### src/rtl/mem_port_arbiter_if.sv
// Bus bundle for mem_port_arbiter: fetch and data requester ports plus the shared memory port.
// The arbiter uses the slave modport; the environment (requesters and memory) uses master.
interface mem_port_arbiter_if #(
    parameter int unsigned ADDR_W = 32,
    parameter int unsigned DATA_W = 32
);
    // Fetch requester
    logic                  if_en;
    logic [ADDR_W-1:0]     if_addr;
    logic [DATA_W-1:0]     if_rdata;
    logic                  if_rdata_valid;

    // MEM-stage data requester
    logic                  dm_en;
    logic                  dm_we;
    logic [ADDR_W-1:0]     dm_addr;
    logic [DATA_W/8-1:0]   dm_wmask;
    logic [DATA_W-1:0]     dm_wdata;
    logic [DATA_W-1:0]     dm_rdata;
    logic                  dm_rdata_valid;
    logic                  dm_write_finish;

    // Downstream memory / bridge
    logic                  mem_en;
    logic                  mem_we;
    logic [ADDR_W-1:0]     mem_addr;
    logic [DATA_W/8-1:0]   mem_wmask;
    logic [DATA_W-1:0]     mem_wdata;
    logic [DATA_W-1:0]     mem_rdata;
    logic                  mem_rdata_valid;
    logic                  mem_write_finish;

    modport slave (
        input  if_en, if_addr,
        output if_rdata, if_rdata_valid,
        input  dm_en, dm_we, dm_addr, dm_wmask, dm_wdata,
        output dm_rdata, dm_rdata_valid, dm_write_finish,
        output mem_en, mem_we, mem_addr, mem_wmask, mem_wdata,
        input  mem_rdata, mem_rdata_valid, mem_write_finish
    );

    modport master (
        output if_en, if_addr,
        input  if_rdata, if_rdata_valid,
        output dm_en, dm_we, dm_addr, dm_wmask, dm_wdata,
        input  dm_rdata, dm_rdata_valid, dm_write_finish,
        input  mem_en, mem_we, mem_addr, mem_wmask, mem_wdata,
        output mem_rdata, mem_rdata_valid, mem_write_finish
    );
endinterface

### src/rtl/mem_port_arbiter.sv
// Shares one SRAM-style memory port between fetch (read-only) and MEM-stage load/store.
// Define MEM_ARB_RR_EN for round-robin arbitration; default is fixed priority, dm over if.
module mem_port_arbiter #(
    parameter int unsigned ADDR_W = 32,
    parameter int unsigned DATA_W = 32
) (
    input  logic              clk,
    input  logic              reset,
    input  logic              flush,
    output logic              busy,
    mem_port_arbiter_if.slave bus
);

    localparam int unsigned MaskW = DATA_W / 8;

    typedef enum logic [1:0] {
        StIdle   = 2'd0,
        StIfBusy = 2'd1,
        StDmBusy = 2'd2
    } state_e;

    typedef enum logic {
        GrantIf = 1'b0,
        GrantDm = 1'b1
    } grant_e;

    state_e            state_q, state_d;
    grant_e            last_grant_q, last_grant_d;
    logic              discard_q, discard_d;
    logic              we_q, we_d;
    logic [ADDR_W-1:0] addr_q, addr_d;
    logic [MaskW-1:0]  wmask_q, wmask_d;
    logic [DATA_W-1:0] wdata_q, wdata_d;

    logic              pick_dm;
    logic              resp;
    logic              fwd;

    // Arbitration policy, only meaningful when at least one request is pending.
    always_comb begin
        pick_dm = bus.dm_en;
`ifdef MEM_ARB_RR_EN
        if (bus.dm_en && bus.if_en) begin
            pick_dm = (last_grant_q == GrantIf);
        end
`endif
    end

    always_comb begin
        state_d      = state_q;
        last_grant_d = last_grant_q;
        discard_d    = discard_q;
        we_d         = we_q;
        addr_d       = addr_q;
        wmask_d      = wmask_q;
        wdata_d      = wdata_q;
        resp         = 1'b0;
        fwd          = 1'b0;

        unique case (state_q)
            StIdle: begin
                if (!flush && (bus.if_en || bus.dm_en)) begin
                    if (pick_dm) begin
                        state_d      = StDmBusy;
                        last_grant_d = GrantDm;
                        we_d         = bus.dm_we;
                        addr_d       = bus.dm_addr;
                        wmask_d      = bus.dm_wmask;
                        wdata_d      = bus.dm_wdata;
                    end else begin
                        state_d      = StIfBusy;
                        last_grant_d = GrantIf;
                        we_d         = 1'b0;
                        addr_d       = bus.if_addr;
                        wmask_d      = '0;
                        wdata_d      = '0;
                    end
                end
            end
            StIfBusy, StDmBusy: begin
                // Stores complete on write_finish, everything else on rdata_valid.
                resp = (state_q == StDmBusy && we_q) ? bus.mem_write_finish
                                                     : bus.mem_rdata_valid;
                if (resp) begin
                    fwd       = !discard_q && !flush;
                    state_d   = StIdle;
                    discard_d = 1'b0;
                end else if (flush) begin
                    discard_d = 1'b1;
                end
            end
            default: begin
                state_d = StIdle;
            end
        endcase
    end

    always_comb begin
        busy                = (state_q != StIdle);
        bus.mem_en          = (state_q != StIdle);
        bus.mem_we          = we_q;
        bus.mem_addr        = addr_q;
        bus.mem_wmask       = wmask_q;
        bus.mem_wdata       = wdata_q;
        bus.if_rdata        = bus.mem_rdata;
        bus.dm_rdata        = bus.mem_rdata;
        bus.if_rdata_valid  = fwd && (state_q == StIfBusy);
        bus.dm_rdata_valid  = fwd && (state_q == StDmBusy) && !we_q;
        bus.dm_write_finish = fwd && (state_q == StDmBusy) && we_q;
    end

    always_ff @(posedge clk) begin
        if (reset) begin
            state_q      <= StIdle;
            last_grant_q <= GrantIf;
            discard_q    <= 1'b0;
            we_q         <= 1'b0;
            addr_q       <= '0;
            wmask_q      <= '0;
            wdata_q      <= '0;
        end else begin
            state_q      <= state_d;
            last_grant_q <= last_grant_d;
            discard_q    <= discard_d;
            we_q         <= we_d;
            addr_q       <= addr_d;
            wmask_q      <= wmask_d;
            wdata_q      <= wdata_d;
        end
    end

endmodule

### src/flat_wrapper.sv
// flat-port wrapper written by rule: the top's interface ports become plain ports
module mem_port_arbiter_flat 
#(
    parameter int unsigned ADDR_W = 32,
    parameter int unsigned DATA_W = 32
)
  (clk, reset, flush, busy, bus_if_en, bus_if_addr, bus_if_rdata, bus_if_rdata_valid, bus_dm_en, bus_dm_we, bus_dm_addr, bus_dm_wmask, bus_dm_wdata, bus_dm_rdata, bus_dm_rdata_valid, bus_dm_write_finish, bus_mem_en, bus_mem_we, bus_mem_addr, bus_mem_wmask, bus_mem_wdata, bus_mem_rdata, bus_mem_rdata_valid, bus_mem_write_finish);
  mem_port_arbiter_if #(.ADDR_W(ADDR_W), .DATA_W(DATA_W)) bus_i ();
  input  logic clk;
  input  logic reset;
  input  logic flush;
  output logic busy;
  input wire logic [$bits(bus_i.if_en)-1:0] bus_if_en;
  input wire logic [$bits(bus_i.if_addr)-1:0] bus_if_addr;
  output wire logic [$bits(bus_i.if_rdata)-1:0] bus_if_rdata;
  output wire logic [$bits(bus_i.if_rdata_valid)-1:0] bus_if_rdata_valid;
  input wire logic [$bits(bus_i.dm_en)-1:0] bus_dm_en;
  input wire logic [$bits(bus_i.dm_we)-1:0] bus_dm_we;
  input wire logic [$bits(bus_i.dm_addr)-1:0] bus_dm_addr;
  input wire logic [$bits(bus_i.dm_wmask)-1:0] bus_dm_wmask;
  input wire logic [$bits(bus_i.dm_wdata)-1:0] bus_dm_wdata;
  output wire logic [$bits(bus_i.dm_rdata)-1:0] bus_dm_rdata;
  output wire logic [$bits(bus_i.dm_rdata_valid)-1:0] bus_dm_rdata_valid;
  output wire logic [$bits(bus_i.dm_write_finish)-1:0] bus_dm_write_finish;
  output wire logic [$bits(bus_i.mem_en)-1:0] bus_mem_en;
  output wire logic [$bits(bus_i.mem_we)-1:0] bus_mem_we;
  output wire logic [$bits(bus_i.mem_addr)-1:0] bus_mem_addr;
  output wire logic [$bits(bus_i.mem_wmask)-1:0] bus_mem_wmask;
  output wire logic [$bits(bus_i.mem_wdata)-1:0] bus_mem_wdata;
  input wire logic [$bits(bus_i.mem_rdata)-1:0] bus_mem_rdata;
  input wire logic [$bits(bus_i.mem_rdata_valid)-1:0] bus_mem_rdata_valid;
  input wire logic [$bits(bus_i.mem_write_finish)-1:0] bus_mem_write_finish;
  assign bus_i.if_en = bus_if_en;
  assign bus_i.if_addr = bus_if_addr;
  assign bus_if_rdata = bus_i.if_rdata;
  assign bus_if_rdata_valid = bus_i.if_rdata_valid;
  assign bus_i.dm_en = bus_dm_en;
  assign bus_i.dm_we = bus_dm_we;
  assign bus_i.dm_addr = bus_dm_addr;
  assign bus_i.dm_wmask = bus_dm_wmask;
  assign bus_i.dm_wdata = bus_dm_wdata;
  assign bus_dm_rdata = bus_i.dm_rdata;
  assign bus_dm_rdata_valid = bus_i.dm_rdata_valid;
  assign bus_dm_write_finish = bus_i.dm_write_finish;
  assign bus_mem_en = bus_i.mem_en;
  assign bus_mem_we = bus_i.mem_we;
  assign bus_mem_addr = bus_i.mem_addr;
  assign bus_mem_wmask = bus_i.mem_wmask;
  assign bus_mem_wdata = bus_i.mem_wdata;
  assign bus_i.mem_rdata = bus_mem_rdata;
  assign bus_i.mem_rdata_valid = bus_mem_rdata_valid;
  assign bus_i.mem_write_finish = bus_mem_write_finish;
  mem_port_arbiter #(.ADDR_W(ADDR_W), .DATA_W(DATA_W)) u_core (.clk(clk), .reset(reset), .flush(flush), .busy(busy), .bus(bus_i));
endmodule
### config.mk
export PLATFORM = sky130hd
export DESIGN_NAME = mem_port_arbiter_flat
export DESIGN_NICKNAME = d
export VERILOG_FILES = /design/src/rtl/mem_port_arbiter_if.sv /design/src/rtl/mem_port_arbiter.sv /design/src/flat_wrapper.sv
export SDC_FILE = /design/constraint.sdc
export NUM_CORES = 1
export LEC_CHECK = 0
export BUFFER_PORTS_ARGS = -buffer_cell sky130_fd_sc_hd__buf_4
export CAP_MARGIN = 30
export CORE_ASPECT_RATIO = 0.5
export CORE_MARGIN = 2
export CORE_UTILIZATION = 40
export CTS_CLUSTER_DIAMETER = 50
export CTS_CLUSTER_SIZE = 25
export DETAILED_ROUTE_END_ITERATION = 7
export GPL_TIMING_DRIVEN = 0
export MAX_ROUTING_LAYER = met4
export PLACE_DENSITY = 0.8
export SKIP_CTS_REPAIR_TIMING = 1
export SLEW_MARGIN = 20
export SYNTH_ARGS = -nofsm -noshare
export SYNTH_HDL_FRONTEND = slang
export SYNTH_SLANG_ARGS = --single-unit
### constraint.sdc
create_clock -name clk -period 2 [get_ports clk]
set_clock_uncertainty 0.15 [all_clocks]
set_input_delay 0.1 -clock clk [delete_from_list [all_inputs] [get_ports clk]]
set_output_delay 0.1 -clock clk [all_outputs]
set_load 0.01 [all_outputs]
==> results of run 1 <==
## registers in the layout (all words and copies together), names as in the netlist
signal	flops
u_core.discard_q	1
u_core.bus.mem_wdata	32
u_core.state_q	2
u_core.bus.mem_we	1
u_core.bus.mem_wmask	4
u_core.bus.mem_addr	32
## cells by family (layout without fill, tap and decap cells)
| family | Yosys count | after routing | synth area share |
|---|---|---|---|
| flip-flops | 72 | 72 | 0.394 |
| multiplexers | 32 | 32 | 0.0875 |
| adder cells (fa/ha/maj) | 3 | 3 | 0.0103 |
| buffers and inverters | 111 | 416 | 0.194 |
| AND/OR/NAND/NOR | 50 | 50 | 0.0851 |
| AO/OA/AOI/OAI | 146 | 146 | 0.230 |
## Yosys cell counts
| cell | number |
|---|---|
| o21ba_2 | 1 |
| nand2_1 | 1 |
| dfxtp_1 | 72 |
| a21boi_0 | 1 |
| or2_2 | 1 |
| nand3_1 | 1 |
| a21bo_2 | 1 |
| buf_4 | 71 |
| a211oi_1 | 32 |
| ha_1 | 3 |
| and3_1 | 2 |
| a32oi_1 | 1 |
| o21ai_0 | 35 |
| and4_1 | 1 |
| and4b_1 | 1 |
| clkbuf_1 | 16 |
| nand4_1 | 37 |
| inv_1 | 2 |
| o32ai_1 | 2 |
| o21ai_1 | 2 |
| buf_6 | 1 |
| nor2_1 | 1 |
| a21oi_1 | 70 |
| buf_1 | 4 |
| nor3_1 | 1 |
| o21bai_2 | 1 |
| buf_2 | 16 |
| inv_2 | 1 |
| nor2_2 | 1 |
| nand2b_1 | 3 |
| mux2i_1 | 32 |
## path summary, 6_finish.rpt
path	start	to	slack, ns	depth (start not counted)
setup / recovery	u_core.state_q[1]	busy	0.05	8
hold / removal	bus_if_addr[10]	u_core.bus.mem_addr[10]	-0.03	3
setup reg to reg	u_core.state_q[0]	u_core.bus.mem_addr[0]	0.14	8
hold reg to reg	u_core.bus.mem_wdata[23]	u_core.bus.mem_wdata[23]	0.32	2
## power by group
| part | total [W] | internal, W | switching [W] |
|---|---|---|---|
| sequential | 0.00159 | 0.00154 | 0.0000540 |
| clock | 0.00150 | 0.000934 | 0.000563 |
| combinational | 0.00117 | 0.000642 | 0.000530 |
| total | 0.00426 | 0.00311 | 0.00115 |
## area by class of cell
class / instances / area (um^2)
buffer: 108 / 717
clock buffer: 13 / 270
clock inverter: 3 / 15.0
fill: 666 / 2400
inverter: 3 / 11.3
multi-input combinational: 231 / 1520
sequential: 72 / 1440
tap: 117 / 146
timing repair buffer: 289 / 2280
## stage by stage
stage / setup WS (ns) / power [W] / instances
final: 0.0546 / 0.00426 / 836
after global routing: -0.00964 / 0.00444 / 836
after CTS: -0.270 / 0.00419 / 791
after detailed placement: 0.0808 / 0.00269 / 775
after global placement: 0.110 / 0.00267 / 775
after floorplan: 0.394 / 0.00216 / 414
## layer usage
metal	track usage	vias to the layer above	share of wire
met5	-	-	0
met4	0.0875	0	0.029
met2	0.411	168	0.53
li1	-	2052	-
met3	0.0521	43	0.051
met1	0.267	1999	0.39
## worst min-delay path: stages
cell and delay, ns:
buf_4 0.11, mux2i_1 0.12, a211oi_1 0.08
## cells in the final DEF (no fill, tap or decap), types with 4 or more instances in the layout
cell	n
nand4_1	37
dfxtp_1	71
o21ai_0	35
mux2i_1	32
buf_4	316
buf_2	12
clkbuf_1	17
a211oi_1	32
buf_1	4
a21oi_1	70
dlygate4sd3_1	44
clkbuf_16	9
==> key figures, run 1 <==
Logic synthesis
  • Seq/Total Area, Yosys: 0.394
  • Gate Count Post-Synth: 414
  • Synth warn: 0
  • Area leader, netlist: dfxtp_1
  • Syn Area/Cell: 8.85 um^2
  • Synth Net Count: 557
  • #FFs+latches synth: 72
  • Post-Syn Area: 3660 um^2
  • Yosys cell types: 31
  • Yosys top cell area share: 0.394
  • Top post-synthesis cells by area: dfxtp_1, buf_4, a21oi_1

Min path
  • Hold Path Class: input pin to flip-flop

Pwr
  • Cell Pwr Density: 666 nW/um^2
  • Max VDD drop: 0.458 mV
  • Leakage power: 3.02 nW

Outcome
  • Status: complete, but fails checks
  • Failing checks: hold timing

Drt
  • Via count: 4262
  • Final ANT Viol Nets: 0
  • DRC violations left: 0
  • DRT Wirelength: 13.0 mm
  • First-pass DRT Iterations: 6
  • Initial DRC Count: 209
  • Routed vias/inst: 5.10
  • Routed wire length per instance: 15.5 um

Timing
  • Final Hold Viols: 16
  • Final setup fails: 0
  • Unrepaired setup endpoints after global routing: yes
  • Fmax: 514 MHz
  • Final period util: 0.973
  • Slew margin rel.: 0.674
  • Period minus WS final: 1.95 ns
  • Worst-Margin Slew: 0.489 ns
  • Slew Limit Fails: 0
  • Setup_tns: 0 ns
  • Final hold slack: -0.0258 ns

Critical path
  • Crit path kind: flip-flop to output pin
  • Slowest CP cell: dfxtp_1
  • Crit end category: output pin
  • CP Data Arrival Time: 1.70 ns
  • WP data required: 1.75 ns
  • CP max FO: 11
  • Crit-path leading delay family: buffers and inverters
  • Crit path cell chain: inv_1, ha_1, clkbuf_4, inv_2, buf_6, buf_6, buf_4, buf_4
  • Startpoint type of the worst setup path: flip-flop
  • Critical Path Max Stage Delay: 0.36 ns
  • Buf/Inv on CP: 7

CTS
  • Inserted Clock Buffers: 9
  • Root buffer selected by CTS: clkbuf_16
  • CTS tree: built
  • CTS Sinks: 72
  • Latest clock arrival within the worst-skew pair: 0.33 ns
  • H-Tree Depth: 3
  • Clk pin slew, worst setup/hold paths: 0.05 ns
  • Clk buf depth: 2

Floorplan
  • Die area: 9980 um^2
  • # rows: 24
  • Die H: 71.7 um
  • Die width: 139 um
  • Core region area: 8800 um^2
  • IO Pins: 278
  • Initial Util: 0.416

Finish
  • Antenna diode count: 0
  • Fraction of layout cells with a size suffix above 1: 0.497
  • Layout Nets: 857
  • Design Area, Final: 6400 um^2
  • Area Growth Syn to Fin: 74.7%
  • Final Util: 0.727

Global route
  • GR Util All Layers: 0.234
  • Vias in the first global route: 3810
  • Pin count of the biggest net entering global routing: 12
  • Total gr overflow: 0
  • Antenna violations before repair: 0
  • Global-route wire length before repair: 18.4 mm

Run
  • MaxCap Viol Count: 0

Place
  • Placed inst area: 5640 um^2
  • Final HPWL DP: 9.17 mm
  • RePlAce Congestion: 0.794
  • Number of buffers added on ports: 244
Power figures use the tool's default switching activity.
==> run 2, diff against run 1 <==
--- a/config.mk
+++ b/config.mk
@@ -9,13 +9,14 @@
 export CAP_MARGIN = 30
 export CORE_ASPECT_RATIO = 0.5
 export CORE_MARGIN = 2
-export CORE_UTILIZATION = 40
+export CORE_UTILIZATION = 44
 export CTS_CLUSTER_DIAMETER = 50
 export CTS_CLUSTER_SIZE = 25
 export DETAILED_ROUTE_END_ITERATION = 7
 export GPL_TIMING_DRIVEN = 0
 export MAX_ROUTING_LAYER = met4
-export PLACE_DENSITY = 0.8
+export PLACE_DENSITY = 0.87
+export REMOVE_ABC_BUFFERS = 1
 export SKIP_CTS_REPAIR_TIMING = 1
 export SLEW_MARGIN = 20
 export SYNTH_ARGS = -nofsm -noshare
==> constraint.sdc (replaced) <==
create_clock -name clk -period 2.4 [get_ports clk]
set_clock_uncertainty 0.15 [all_clocks]
set_input_delay 0.12 -clock clk [delete_from_list [all_inputs] [get_ports clk]]
set_output_delay 0.12 -clock clk [all_outputs]
set_load 0.01 [all_outputs]
==> run 2 against run 1 <==
- the flow still finishes with violations (hold timing)
- first-iteration DRC count increased by 28%
- setup slack got worse by 0.034 ns
- power fell by 22%
- critical path depth decreased by 3
- non-clock buffer count fell by 173
- register-to-register slack worse by 0.02 ns
- clock power is 19% lower
- sequential power decreased by 16%
==> key figures, run 2 (synthesis gave the netlist of run 1 again) <==
Critical path
  • Startpoint type of the worst setup path: flip-flop
  • Crit end category: output pin
  • Slowest CP cell: inv_2
  • Crit path cell chain: inv_1, ha_4, buf_12, inv_2, buf_4
  • Critical Path Max Stage Delay: 0.53 ns
  • WP data required: 2.13 ns
  • CP max FO: 42
  • CP Data Arrival Time: 2.11 ns
  • Crit path kind: flip-flop to output pin

Drt
  • Routed vias/inst: 5.61
  • Via count: 3689
  • First-pass DRT Iterations: 4
  • Initial DRC Count: 268
  • Final ANT Viol Nets: 0
  • DRC violations left: 0
  • DRT Wirelength: 13.7 mm
  • Routed wire length per instance: 20.8 um

Timing
  • Slew Limit Fails: 0
  • Final hold slack: -0.00382 ns
  • Slew margin rel.: 0.351
  • Setup_tns: 0 ns
  • Unrepaired setup endpoints after global routing: yes
  • Period minus WS final: 2.38 ns
  • Fmax: 420 MHz
  • Final Hold Viols: 2
  • Final period util: 0.991
  • Final setup fails: 0
  • Worst-Margin Slew: 0.973 ns

Finish
  • Area occupied by multi-input gates: 1550 um^2
  • Most frequent cells in the layout: buf_4, dfxtp_1, a21oi_1
  • Final Util: 0.652
  • Fraction of layout cells with a size suffix above 1: 0.374
  • # fillers: 638
  • Most common cell after layout, fill and taps aside: buf_4
  • Antenna diode count: 0
  • Reg area: 1440 um^2
  • Area Growth Syn to Fin: 43.0%
  • Layout Nets: 685

Global route
  • GR Util All Layers: 0.274
  • Global-route wire length before repair: 17.9 mm
  • Antenna violations before repair: 0
  • Vias in the first global route: 3150
  • Pin count of the biggest net entering global routing: 75
  • Total gr overflow: 0

Place
  • Number of buffers added on ports: 181
  • RePlAce Congestion: 0.782
  • Final HPWL DP: 9.04 mm

CTS
  • CTS Sinks: 72
  • Clk buf depth: 2
  • Clk pin slew, worst setup/hold paths: 0.05 ns
  • Root buffer selected by CTS: clkbuf_16
  • Latest clock arrival within the worst-skew pair: 0.32 ns
  • Inserted Clock Buffers: 9
  • H-Tree Depth: 3
  • CTS tree: built

Min path
  • Hold Path Class: input pin to flip-flop

Pwr
  • Leakage power: 2.28 nW
  • Cell Pwr Density: 632 nW/um^2
  • Max VDD drop: 0.336 mV

Outcome
  • Status: complete, but fails checks
  • Failing checks: hold timing

Floorplan
  • Core region area: 8030 um^2
  • Initial Util: 0.456
  • Die area: 9110 um^2
  • IO Pins: 278
  • Die H: 68.5 um
  • # rows: 23
  • Die width: 133 um

Run
  • MaxCap Viol Count: 0
==> run 2: changes by cell type in the layout (fill, tap and decap cells not counted), sizes merged <==
cell | previous run | this run
buf | 335 | 184
clkbuf | 31 | 14
clkinv | 3 | 0
dlygate4sd3 | 44 | 40
nor2 | 2 | 3
==> run 2: area by class of cell <==
type                       count  area share
timing repair buffer         224       0.347
clock buffer                  14      0.0523
tap                          112      0.0267
multi-input combinational    232       0.296
sequential                    72       0.275
inverter                       3     0.00215
==> run 2: worst max-delay path: cells and delay by family (launching register included) <==
family	cells	cell delay [ns]
adder cells (fa/ha/maj)	1	0.28
buffers and inverters	4	1.10
flip-flops	1	0.37
==> run 2: per-layer routing <==
| layer | up-vias | global-route usage | wire length (um) |
|---|---|---|---|
| met5 | - | - | 0 |
| met4 | 0 | 0.102 | 360 |
| met3 | 32 | 0.175 | 1970 |
| met2 | 251 | 0.392 | 6130 |
| met1 | 1703 | 0.310 | 5210 |
| li1 | 1703 | - | - |
==> run 2: stage by stage <==
stage / worst slack, ns / std cells / area (um^2) / total power, W
floorplan: -1.10 / 306 / 2960 / 0.00162
global placement: -2.58 / 599 / 4460 / 0.00199
detailed placement: -0.173 / 600 / 4510 / 0.00202
CTS: -0.190 / 614 / 4790 / 0.00325
global route: -0.0931 / 657 / 5240 / 0.00346
finish: 0.0206 / 657 / 5240 / 0.00331
==> run 2: final timing paths <==
kind	from	to	slack (ns)	depth (start not counted)
setup / recovery	u_core.state_q[1]	bus_mem_en	0.02	5
hold / removal	bus_if_addr[8]	u_core.bus.mem_addr[8]	-0.004	3
setup reg to reg	u_core.state_q[1]	u_core.bus.mem_addr[4]	0.12	7
hold reg to reg	u_core.bus.mem_wdata[31]	u_core.bus.mem_wdata[31]	0.32	2
==> run 2: report_power, final <==
group	internal (W)	total [W]	switching (W)	leakage, nW
clock	0.000773	0.00122	0.000451	0.135
sequential	0.00128	0.00133	0.0000447	0.590
combinational	0.000387	0.000759	0.000372	1.55
==> run 3, diff against run 2 <==
--- a/config.mk
+++ b/config.mk
@@ -15,7 +15,7 @@
 export DETAILED_ROUTE_END_ITERATION = 7
 export GPL_TIMING_DRIVEN = 0
 export MAX_ROUTING_LAYER = met4
-export PLACE_DENSITY = 0.87
+export PLACE_DENSITY = 0.84
 export REMOVE_ABC_BUFFERS = 1
 export SKIP_CTS_REPAIR_TIMING = 1
 export SLEW_MARGIN = 20
==> run 3 against run 2 <==
- the flow still finishes with violations (hold timing)
- final cell count shrank 0.61%
- first-iteration DRC count grew 15%
- core utilization grew 0.25 points
- die area is the same
- setup slack gained 0.16 ns
- wire length grew 4.8%
- clock-buffer cell count shrank 2
- combinational power shrank 3.0%
- largest power group is now clock
- clock power grew 31%
- sequential cell count is the same
- critical path depth is the same
==> key figures, run 3 (synthesis gave the netlist of run 1 again) <==
Outcome
  • Status: complete, but fails checks
  • Failing checks: hold timing

Floorplan
  • IO Pins: 278
  • Die area: 9110 um^2
  • Die H: 68.5 um
  • # rows: 23
  • Core region area: 8030 um^2
  • Initial Util: 0.456
  • Die width: 133 um

Timing
  • Final Hold Viols: 14
  • Period minus WS final: 2.22 ns
  • Final hold slack: -0.0130 ns
  • Worst-Margin Slew: 0.947 ns
  • Worst Slack Setup Final: 0.182 ns
  • Final setup fails: 0
  • Final period util: 0.924
  • Fmax: 451 MHz
  • Setup_tns: 0 ns
  • Slew margin rel.: 0.369
  • Slew Limit Fails: 0
  • Unrepaired setup endpoints after global routing: no

Drt
  • Initial DRC Count: 309
  • Routed wire length per instance: 21.9 um
  • First-pass DRT Iterations: 5
  • Metal2 WL: 6.55 mm
  • Met3 wire length: 2.29 mm
  • Top Layer Used: met4
  • DRT Wirelength: 14.3 mm
  • DRC violations left: 0
  • Routed vias/inst: 5.63
  • Final ANT Viol Nets: 0
  • Routed length on met1: 5.27 mm
  • Via count: 3678

Pwr
  • Cell Pwr Density: 697 nW/um^2
  • Leakage power: 2.29 nW
  • Max VDD drop: 0.390 mV

Place
  • Worst slack at placement: -0.122 ns
  • RePlAce Congestion: 0.835
  • Number of buffers added on ports: 181
  • Placed cells: 601
  • Placed inst area: 4530 um^2
  • Final HPWL DP: 9.81 mm

Finish
  • Antenna diode count: 0
  • Final Util: 0.655
  • Most frequent cells in the layout: buf_4, dfxtp_1, a21oi_1
  • Design Area, Final: 5260 um^2
  • Most common cell after layout, fill and taps aside: buf_4
  • Finished Layout Cells: 653
  • Layout Nets: 679
  • Area Growth Syn to Fin: 43.6%
  • Fraction of layout cells with a size suffix above 1: 0.381

CTS
  • Latest clock arrival within the worst-skew pair: 0.32 ns
  • Clk pin slew, worst setup/hold paths: 0.06 ns
  • CTS tree: built
  • Inserted Clock Buffers: 9
  • H-Tree Depth: 3
  • Clk buf depth: 2
  • Root buffer selected by CTS: clkbuf_16
  • CTS Sinks: 72

Critical path
  • Crit end category: flip-flop
  • R2r startpoint: u_core.state_q[0]
  • CP Data Arrival Time: 2.23 ns
  • CP startpoint: u_core.state_q[0]
  • CP max FO: 40
  • WP data required: 2.41 ns
  • Startpoint type of the worst setup path: flip-flop
  • Crit path kind: flip-flop to flip-flop
  • Flop2flop setup slack: 0.18 ns

Global route
  • Total gr overflow: 0
  • Pin count of the biggest net entering global routing: 75
  • GR Util All Layers: 0.296
  • Global-route wire length before repair: 19.2 mm
  • Vias in the first global route: 3146
  • Antenna violations before repair: 0

Run
  • MaxCap Viol Count: 0

Min path
  • Worst Min Path Start: bus_if_addr[11]
  • Hold Path Class: input pin to flip-flop
## run 3: changes by cell type in the layout (fill, tap and decap cells not counted), sizes merged
| cell | before | now |
|---|---|---|
| dlygate4sd3 | 40 | 36 |
| clkbuf | 14 | 12 |
| nor2 | 3 | 2 |
| clkinv | 0 | 1 |
| bufinv | 0 | 3 |
| buf | 184 | 183 |
## run 3: worst max-delay path: stages, from the launching register on
cell	delay, ns
dfxtp_1	0.32
inv_1	0.12
ha_4	0.28
inv_2	0.29
nor2_4	0.67
a211oi_1	0.19
## run 3: routing by layer
metal  vias up  track usage
met5         -            -
met4         0       0.0806
met3        19        0.234
met2       256        0.438
met1      1710        0.309
li1       1693            -
## run 3: where the power goes
group | leakage (nW) | switching (W) | internal, W
logic | 1.52 | 0.000363 | 0.000373
clock network | 0.179 | 0.000499 | 0.00110
registers | 0.590 | 0.0000456 | 0.00128
total | 2.29 | 0.000907 | 0.00276
## run 3: path summary, 6_finish.rpt
| path | depth (start not counted) | end |
|---|---|---|
| max | 5 | u_core.bus.mem_addr[1] |
| min | 3 | u_core.bus.mem_addr[11] |
| max reg2reg | 5 | u_core.bus.mem_addr[1] |
| min reg2reg | 2 | u_core.bus.mem_wdata[29] |
## run 3: metrics by stage
step | power (W) | hold WS, ns
global placement | 0.00199 | 0.0901
finish | 0.00366 | -0.0130
global route | 0.00380 | -0.00121
detailed placement | 0.00203 | 0.0901
floorplan | 0.00162 | 0.0391
CTS | 0.00363 | -0.101
## run 3: cell type report
cell class / count / area [um^2]
Clock buffer: 12 / 267
Clock inverter: 4 / 98.8
Fill cell: 665 / 2770
Inverter: 3 / 11.3
Multi-Input combinational cell: 231 / 1540
Sequential cell: 72 / 1440
Tap cell: 112 / 140
Timing Repair Buffer: 219 / 1760
